**src/rtl/tiamc1_pkg.sv**
```systemverilog
// Shared types and constants for the TIA-MC1 download/reset sequencer.
package tiamc1_pkg;

  typedef enum logic [1:0] {
    ST_LOCKWAIT = 2'd0,
    ST_LOAD     = 2'd1,
    ST_SETTLE   = 2'd2,
    ST_RUN      = 2'd3
  } dl_state_t;

  typedef enum logic [1:0] {
    BANK_PRG = 2'd0,
    BANK_CHR = 2'd1,
    BANK_PAL = 2'd2
  } bank_t;

  localparam logic [7:0] IDX_ROM = 8'd0;
  localparam logic [7:0] IDX_TNO = 8'd1;

endpackage

```
**src/rtl/tiamc1_dl_ctrl_if.sv**
```systemverilog
// ROM bank write port: one pending byte, held until the bank acknowledges it.
interface tiamc1_dl_ctrl_if;
  import tiamc1_pkg::*;

  logic        mem_req;
  bank_t       mem_bank;
  logic [15:0] mem_addr;
  logic [7:0]  mem_data;
  logic        mem_ack;

  modport master (
    output mem_req, mem_bank, mem_addr, mem_data,
    input  mem_ack
  );

  modport slave (
    input  mem_req, mem_bank, mem_addr, mem_data,
    output mem_ack
  );

endinterface

```
**src/rtl/tiamc1_dl_decode.sv**
```systemverilog
// Maps a flat ioctl image address onto a ROM bank and an offset inside it.
module tiamc1_dl_decode
  import tiamc1_pkg::*;
#(
  parameter logic [19:0] BANK1_BASE = 20'h10000,
  parameter logic [19:0] BANK2_BASE = 20'h18000,
  parameter logic [19:0] IMG_END    = 20'h18100
) (
  input  logic [19:0] addr,
  output bank_t       bank,
  output logic [15:0] offset,
  output logic        drop
);

  // Region compare; anything past the image end is flagged for dropping.
  always_comb begin
    bank   = BANK_PRG;
    offset = addr[15:0];
    drop   = 1'b0;
    if (addr < BANK1_BASE) begin
      bank   = BANK_PRG;
      offset = addr[15:0];
    end else if (addr < BANK2_BASE) begin
      bank   = BANK_CHR;
      offset = 16'(addr - BANK1_BASE);
    end else if (addr < IMG_END) begin
      bank   = BANK_PAL;
      offset = 16'(addr - BANK2_BASE);
    end else begin
      drop   = 1'b1;
    end
  end

endmodule

```
**src/rtl/tiamc1_dl_ctrl.sv**
```systemverilog
// Download and reset sequencer: holds the core in reset until lock and
// download are done, and turns ioctl bytes into buffered ROM bank writes.
module tiamc1_dl_ctrl
  import tiamc1_pkg::*;
#(
  parameter logic [19:0] BANK1_BASE = 20'h10000,
  parameter logic [19:0] BANK2_BASE = 20'h18000,
  parameter logic [19:0] IMG_END    = 20'h18100,
  parameter int          SETTLE     = 1024
) (
  input  logic                    clk_sys,
  input  logic                    reset,
  input  logic                    clkLocked,
  input  logic                    ioctl_download,
  input  logic                    ioctl_wr,
  input  logic [7:0]              ioctl_index,
  input  logic [19:0]             ioctl_addr,
  input  logic [7:0]              ioctl_dout,
  output logic                    ioctl_wait,
  tiamc1_dl_ctrl_if.master        mem,
  output logic                    core_reset,
  output logic [7:0]              tno,
  output logic                    dl_active,
  output logic                    overrun
);

  localparam int CNT_W = $clog2(SETTLE);

  logic             lock_p0, lock_p1;
  dl_state_t        state, state_nxt;
  logic [CNT_W-1:0] settle_cnt;
  logic             settle_done;
  logic             core_reset_nxt, dl_active_nxt;
  bank_t            dec_bank;
  logic [15:0]      dec_offset;
  logic             dec_drop;
  logic             rom_byte;

  tiamc1_dl_decode #(
    .BANK1_BASE (BANK1_BASE),
    .BANK2_BASE (BANK2_BASE),
    .IMG_END    (IMG_END)
  ) u_decode (
    .addr   (ioctl_addr),
    .bank   (dec_bank),
    .offset (dec_offset),
    .drop   (dec_drop)
  );

  assign settle_done = (settle_cnt == CNT_W'(SETTLE - 1));
  assign rom_byte    = (state == ST_LOAD) && ioctl_wr && (ioctl_index == IDX_ROM) && !dec_drop;
  assign ioctl_wait  = mem.mem_req;

  // Lock synchroniser: clkLocked comes from the PLL domain, two flops.
  always_ff @(posedge clk_sys) begin
    if (reset) begin
      lock_p0 <= 1'b0;
      lock_p1 <= 1'b0;
    end else begin
      lock_p0 <= clkLocked;
      lock_p1 <= lock_p0;
    end
  end

  // Sequencer state, settle counter and registered reset/LED outputs.
  always_ff @(posedge clk_sys) begin
    if (reset) begin
      state      <= ST_LOCKWAIT;
      settle_cnt <= '0;
      core_reset <= 1'b1;
      dl_active  <= 1'b0;
    end else begin
      state      <= state_nxt;
      settle_cnt <= (state == ST_SETTLE && state_nxt == ST_SETTLE) ? settle_cnt + 1'b1 : '0;
      core_reset <= core_reset_nxt;
      dl_active  <= dl_active_nxt;
    end
  end

  // Next state: a ROM download pre-empts everything, lock loss drops back.
  always_comb begin
    state_nxt      = state;
    core_reset_nxt = 1'b1;
    dl_active_nxt  = 1'b0;
    if (ioctl_download && ioctl_index == IDX_ROM) begin
      state_nxt = ST_LOAD;
    end else begin
      case (state)
        ST_LOCKWAIT: if (lock_p1) state_nxt = ST_SETTLE;
        ST_LOAD:     if (!ioctl_download && !mem.mem_req) state_nxt = ST_SETTLE;
        ST_SETTLE: begin
          if (!lock_p1)        state_nxt = ST_LOCKWAIT;
          else if (settle_done) state_nxt = ST_RUN;
        end
        ST_RUN:      if (!lock_p1) state_nxt = ST_LOCKWAIT;
        default:     state_nxt = ST_LOCKWAIT;
      endcase
    end
    core_reset_nxt = (state_nxt != ST_RUN);
    dl_active_nxt  = (state_nxt == ST_LOAD);
  end

  // One-entry write buffer; a byte landing in the ack cycle refills it.
  always_ff @(posedge clk_sys) begin
    if (reset) begin
      mem.mem_req  <= 1'b0;
      mem.mem_bank <= BANK_PRG;
      mem.mem_addr <= '0;
      mem.mem_data <= '0;
      overrun      <= 1'b0;
    end else if (rom_byte) begin
      if (mem.mem_req && !mem.mem_ack) begin
        overrun <= 1'b1;
      end else begin
        mem.mem_req  <= 1'b1;
        mem.mem_bank <= dec_bank;
        mem.mem_addr <= dec_offset;
        mem.mem_data <= ioctl_dout;
      end
    end else if (mem.mem_ack) begin
      mem.mem_req <= 1'b0;
    end
  end

  // Title number latch from the index-1 transfer, in any state.
  always_ff @(posedge clk_sys) begin
    if (reset) begin
      tno <= '0;
    end else if (ioctl_wr && ioctl_index == IDX_TNO) begin
      tno <= ioctl_dout;
    end
  end

endmodule

```
**src/flat_wrapper.sv**
```systemverilog
// flat-port wrapper written by rule: the top's interface ports become plain ports
module tiamc1_dl_ctrl_flat import tiamc1_pkg::*;
#(
  parameter logic [19:0] BANK1_BASE = 20'h10000,
  parameter logic [19:0] BANK2_BASE = 20'h18000,
  parameter logic [19:0] IMG_END    = 20'h18100,
  parameter int          SETTLE     = 1024
)
  (clk_sys, reset, clkLocked, ioctl_download, ioctl_wr, ioctl_index, ioctl_addr, ioctl_dout, ioctl_wait, core_reset, tno, dl_active, overrun, mem_mem_req, mem_mem_bank, mem_mem_addr, mem_mem_data, mem_mem_ack);
  tiamc1_dl_ctrl_if mem_i ();
  input  logic clk_sys;
  input  logic reset;
  input  logic clkLocked;
  input  logic ioctl_download;
  input  logic ioctl_wr;
  input  logic [7:0] ioctl_index;
  input  logic [19:0] ioctl_addr;
  input  logic [7:0] ioctl_dout;
  output logic ioctl_wait;
  output logic core_reset;
  output logic [7:0] tno;
  output logic dl_active;
  output logic overrun;
  output wire logic [$bits(mem_i.mem_req)-1:0] mem_mem_req;
  output wire logic [$bits(mem_i.mem_bank)-1:0] mem_mem_bank;
  output wire logic [$bits(mem_i.mem_addr)-1:0] mem_mem_addr;
  output wire logic [$bits(mem_i.mem_data)-1:0] mem_mem_data;
  input wire logic [$bits(mem_i.mem_ack)-1:0] mem_mem_ack;
  assign mem_mem_req = mem_i.mem_req;
  assign mem_mem_bank = mem_i.mem_bank;
  assign mem_mem_addr = mem_i.mem_addr;
  assign mem_mem_data = mem_i.mem_data;
  assign mem_i.mem_ack = mem_mem_ack;
  tiamc1_dl_ctrl #(.BANK1_BASE(BANK1_BASE), .BANK2_BASE(BANK2_BASE), .IMG_END(IMG_END), .SETTLE(SETTLE)) u_core (.clk_sys(clk_sys), .reset(reset), .clkLocked(clkLocked), .ioctl_download(ioctl_download), .ioctl_wr(ioctl_wr), .ioctl_index(ioctl_index), .ioctl_addr(ioctl_addr), .ioctl_dout(ioctl_dout), .ioctl_wait(ioctl_wait), .mem(mem_i), .core_reset(core_reset), .tno(tno), .dl_active(dl_active), .overrun(overrun));
endmodule
```
**config.mk**
```make
export PLATFORM = sky130hd
export DESIGN_NAME = tiamc1_dl_ctrl_flat
export DESIGN_NICKNAME = d
export VERILOG_FILES = /design/src/rtl/tiamc1_pkg.sv /design/src/rtl/tiamc1_dl_ctrl_if.sv /design/src/rtl/tiamc1_dl_decode.sv /design/src/rtl/tiamc1_dl_ctrl.sv /design/src/flat_wrapper.sv
export SDC_FILE = /design/constraint.sdc
export NUM_CORES = 1
export LEC_CHECK = 0
export ABC_AREA = 1
export ABC_CLOCK_PERIOD_IN_PS = 1520
export BUFFER_PORTS_ARGS = -buffer_cell sky130_fd_sc_hd__clkbuf_2
export CAP_MARGIN = 0
export CORE_ASPECT_RATIO = 1.25
export CORE_MARGIN = 3
export CORE_UTILIZATION = 49
export CTS_CLUSTER_SIZE = 40
export DETAILED_ROUTE_END_ITERATION = 10
export GPL_ROUTABILITY_DRIVEN = 0
export PLACE_DENSITY = 0.88
export SETUP_SLACK_MARGIN = 0.02
export SKIP_LAST_GASP = 1
export SLEW_MARGIN = 40
export SYNTH_ARGS = -nofsm -noshare
export SYNTH_HDL_FRONTEND = slang
export SYNTH_SLANG_ARGS = --single-unit
export TNS_END_PERCENT = 5
```
**constraint.sdc**
```tcl
create_clock -name clk_sys -period 1.52 [get_ports clk_sys]
set_input_delay 0.152 -clock clk_sys [delete_from_list [all_inputs] [get_ports clk_sys]]
set_output_delay 0.152 -clock clk_sys [all_outputs]
set_load 0.05 [all_outputs]
```
==> run summary <==
Post-Synthesis Cells - 285
Core area - 4260 sq um
Die area - 5430 sq um
Drt pass-1 iters - 5
RSZ-0062 raised after global routing - true
Final max-slew violation count - 0
Antenna viol nets, final - 0
#FFs+latches synth - 52
Worst Tran Pin Value - 0.371 ns
Final Critical Period - 1.46 ns
Top-count cell post-synth - dfxtp_1
Layout cells sized above 1 - 34.1%
Switch share - 21.6%
Detailed Route Iter0 Violations - 174
Synthesized area - 2240 sq um
Global route overflow - 0
Initial antenna violation count - 0
CTS tree - built
FFs w/ async S/R, synth - 0%
CTS buffer count - 5
Largest family of logic cells by synthesized area - simple AND/OR/NAND/NOR gates
Post-route insts no fill - 425
Initial core utilization - 52.6%
Final Util - 66.2%
Via/cell ratio - 5.10
Sequential power share - 54.7%
Fmax - 683 MHz
Row cnt - 26
Compound-cell area share of the yosys netlist - 8.53%
Drc violations - 0
Gate power share - 5.2%
FF/Latch Area - 1040 sq um
Layout Skew - 0.0109 ns
Clock slew at reported path FFs - 0.09 ns
Clk pwr share - 40.1%
Global Route Usage Sum - 20.0%
Total Neg Setup Slack - 0 ns
Synth Area in Adders - 0.558%
Die Ht - 81.7 microns
Synth Flop Type - dfxtp_1
Area taken by multi-input logic gates - 1010 sq um
Worst vdd ir - 670 uV
Worst endpoint data arrival time - 1.67 ns
Leak - 0.00122 uW
Yosys cell types - 24
DP Cell Count - 416
CTS root buffer - clkbuf_8
Status - finished, final reports clean
Area share of the largest cell type after synthesis - 46.4%
Vias - 2168
Routed len/inst - 12.7 microns
Total Wirelength - 5400 microns
Max cap viols - 0
Setup crit end kind - flop
Final hold viol count - 0
Area share of and/or/nand/nor cells after synthesis - 31.8%
Clk buf depth - 2
Multiplexer share of the synthesized area - 0%
Nets - 411
Filler Cell Count - 364
Area growth syn-to-layout - 25.7%
Pin count of the biggest net entering global routing - 31
CP startpoint kind - flop
Post-synth EDFFs - 0
IO Pins - 81
Worst slew margin - 75.3%
Vias in the first global route - 1947
First-pass GRT wire length - 8380 microns
Power per cell area - 886 nW/um^2
Clk_lat worst skew - 0.31 ns
Synth area leader - dfxtp_1
Chip Width - 66.5 microns
Sequential fraction of the synthesis area - 46.4%
Xor and xnor area share after synthesis - 3.12%
Post-CTS Setup Bufs - 0
CTS H-tree depth - 2
Internal - 1960 uW
Post-synth net total - 328
Crit Path Class - flop to flop
Post-DP HPWL - 3900 microns
Critical Path RT - 1.72 ns
Fin crit share - 96.4%
PortBufs - 80
Switching power - 539 uW
Hold crit path type - input pin to flop
Synth top cells by count - 52 x dfxtp_1, 50 x nor2_1, 38 x nand2_1, 29 x nand4_1, 27 x inv_1
Count of hold-fix buffers inserted at cts - 0
N_diodes - 0
Ranking of synthesized cells by area - dfxtp_1 46%, nor2_1 8.4%, nand4_1 8.1%, nand2_1 6.4%, a21oi_1 5.8%
Syn_area_per_cell - 7.87 sq um
Final setup fails - 0
Clk sinks - 52
Worst-path maximum fanout - 5
YS warnings - 0
state kept, by name, indices dropped and copies added, names as in the netlist:
signal and count:
u_core.tno 8, u_core.state 2, u_core.dl_active 1, u_core.overrun 1, u_core.settle_cnt 10, u_core.lock_p1 1
u_core.ioctl_wait 1, u_core.mem.mem_addr 16, u_core.core_reset 1, u_core.mem.mem_bank 2, u_core.lock_p0 1, u_core.mem.mem_data 8
worst max-delay path, stage by stage, from the launching register on:
cell,delay [ns]
dfxtp_1,0.36
ha_1,0.20
nand3_1,0.14
nor2_2,0.14
nand3b_1,0.10
a21oi_2,0.17
nor2_2,0.07
nand2_2,0.12
nor2_1,0.07
repair_timing:
action                     4_1_cts  5_1_grt
setup endpoints to repair       10       28
pin swaps                        1        0
resized for setup                0        5
cloned                           1        0
power by group through the flow:
stage | clock, uW | combinational (uW) | sequential (uW)
floorplan | 0 | 49.6 | 1400
global placement | 0 | 127 | 1400
detailed placement | 0 | 129 | 1400
CTS | 1020 | 130 | 1370
global route | 1060 | 144 | 1370
finish | 1000 | 130 | 1370
per-stage QoR:
step                total power, uW  hold WS (ns)  area [sq um]  worst slack (ns)
floorplan                      1450         0.259          2240             0.148
global placement               1530         0.352          2680            0.0418
detailed placement             1530         0.351          2680           0.00856
CTS                            2520        0.0191          2810           -0.0212
global route                   2570        0.0409          2820           -0.0382
finish                         2500        0.0292          2820            0.0551
kinds of logic (layout without fill, tap and decap cells):
logic type	after synthesis	after routing
AOI/OAI and AO/OA	36	36
DFF	52	52
adders and majority gates	1	1
buffers and inverters	43	126
xor gates and xnor gates	8	8
and+or+nand+nor	145	146
final timing paths:
| check | startpoint | endpoint | slack (ns) | cells past startpoint |
|---|---|---|---|---|
| max | u_core.settle_cnt[0]$_SDFF_PP0_ | u_core.settle_cnt[8]$_SDFF_PP0_ | 0.06 | 8 |
| min | clkLocked | u_core.lock_p0$_SDFF_PP0_ | 0.03 | 3 |
| max reg2reg | u_core.settle_cnt[0]$_SDFF_PP0_ | u_core.settle_cnt[8]$_SDFF_PP0_ | 0.06 | 8 |
| min reg2reg | u_core.lock_p0$_SDFF_PP0_ | u_core.lock_p1$_SDFF_PP0_ | 0.41 | 2 |
area by class of cell:
cell class                 instances  area share, %
clock inverter                     2           1.38
clock buffer                       6           2.93
tap                               56           2.48
timing repair buffer              90           16.9
inverter                          28           3.73
sequential                        52           37.0
multi-input combinational        191           35.7
per-layer routing:
| layer | GRT usage [%] | routed length (microns) | up-vias |
|---|---|---|---|
| met5 | 0 | 0 | - |
| met4 | 7.93 | 87 | 0 |
| met3 | 3.97 | 394 | 9 |
| met2 | 35.5 | 2760 | 80 |
| met1 | 23.4 | 2160 | 985 |
| li1 | - | - | 1094 |
layout by cell type, fill, tap and decap left out:
| cell type | synthesis | routed |
|---|---|---|
| clkbuf_2 | 0 | 80 |
| dfxtp_1 | 52 | 51 |
| nor2_1 | 50 | 47 |
| nand2_1 | 38 | 38 |
| nand4_1 | 29 | 29 |
| inv_1 | 27 | 27 |
| a21oi_1 | 26 | 25 |
| nand2_2 | 12 | 13 |
| buf_4 | 3 | 10 |
| o21ai_0 | 9 | 9 |
| nand3_1 | 7 | 7 |
| nor2_2 | 3 | 6 |
| clkbuf_8 | 0 | 6 |
| xor2_1 | 5 | 5 |
| xnor2_1 | 3 | 3 |
| nor3_4 | 2 | 2 |
| or2_2 | 1 | 1 |
| nand3b_1 | 1 | 1 |
| a21oi_2 | 0 | 1 |
| inv_2 | 1 | 1 |
| nand3_2 | 1 | 1 |
| nand3_4 | 1 | 1 |
| a21oi_4 | 1 | 1 |
| ha_1 | 1 | 1 |
| bufinv_16 | 0 | 1 |
| clkinv_4 | 0 | 1 |
| dfxtp_2 | 0 | 1 |
Note: power is estimated with default switching activity, not from simulation.
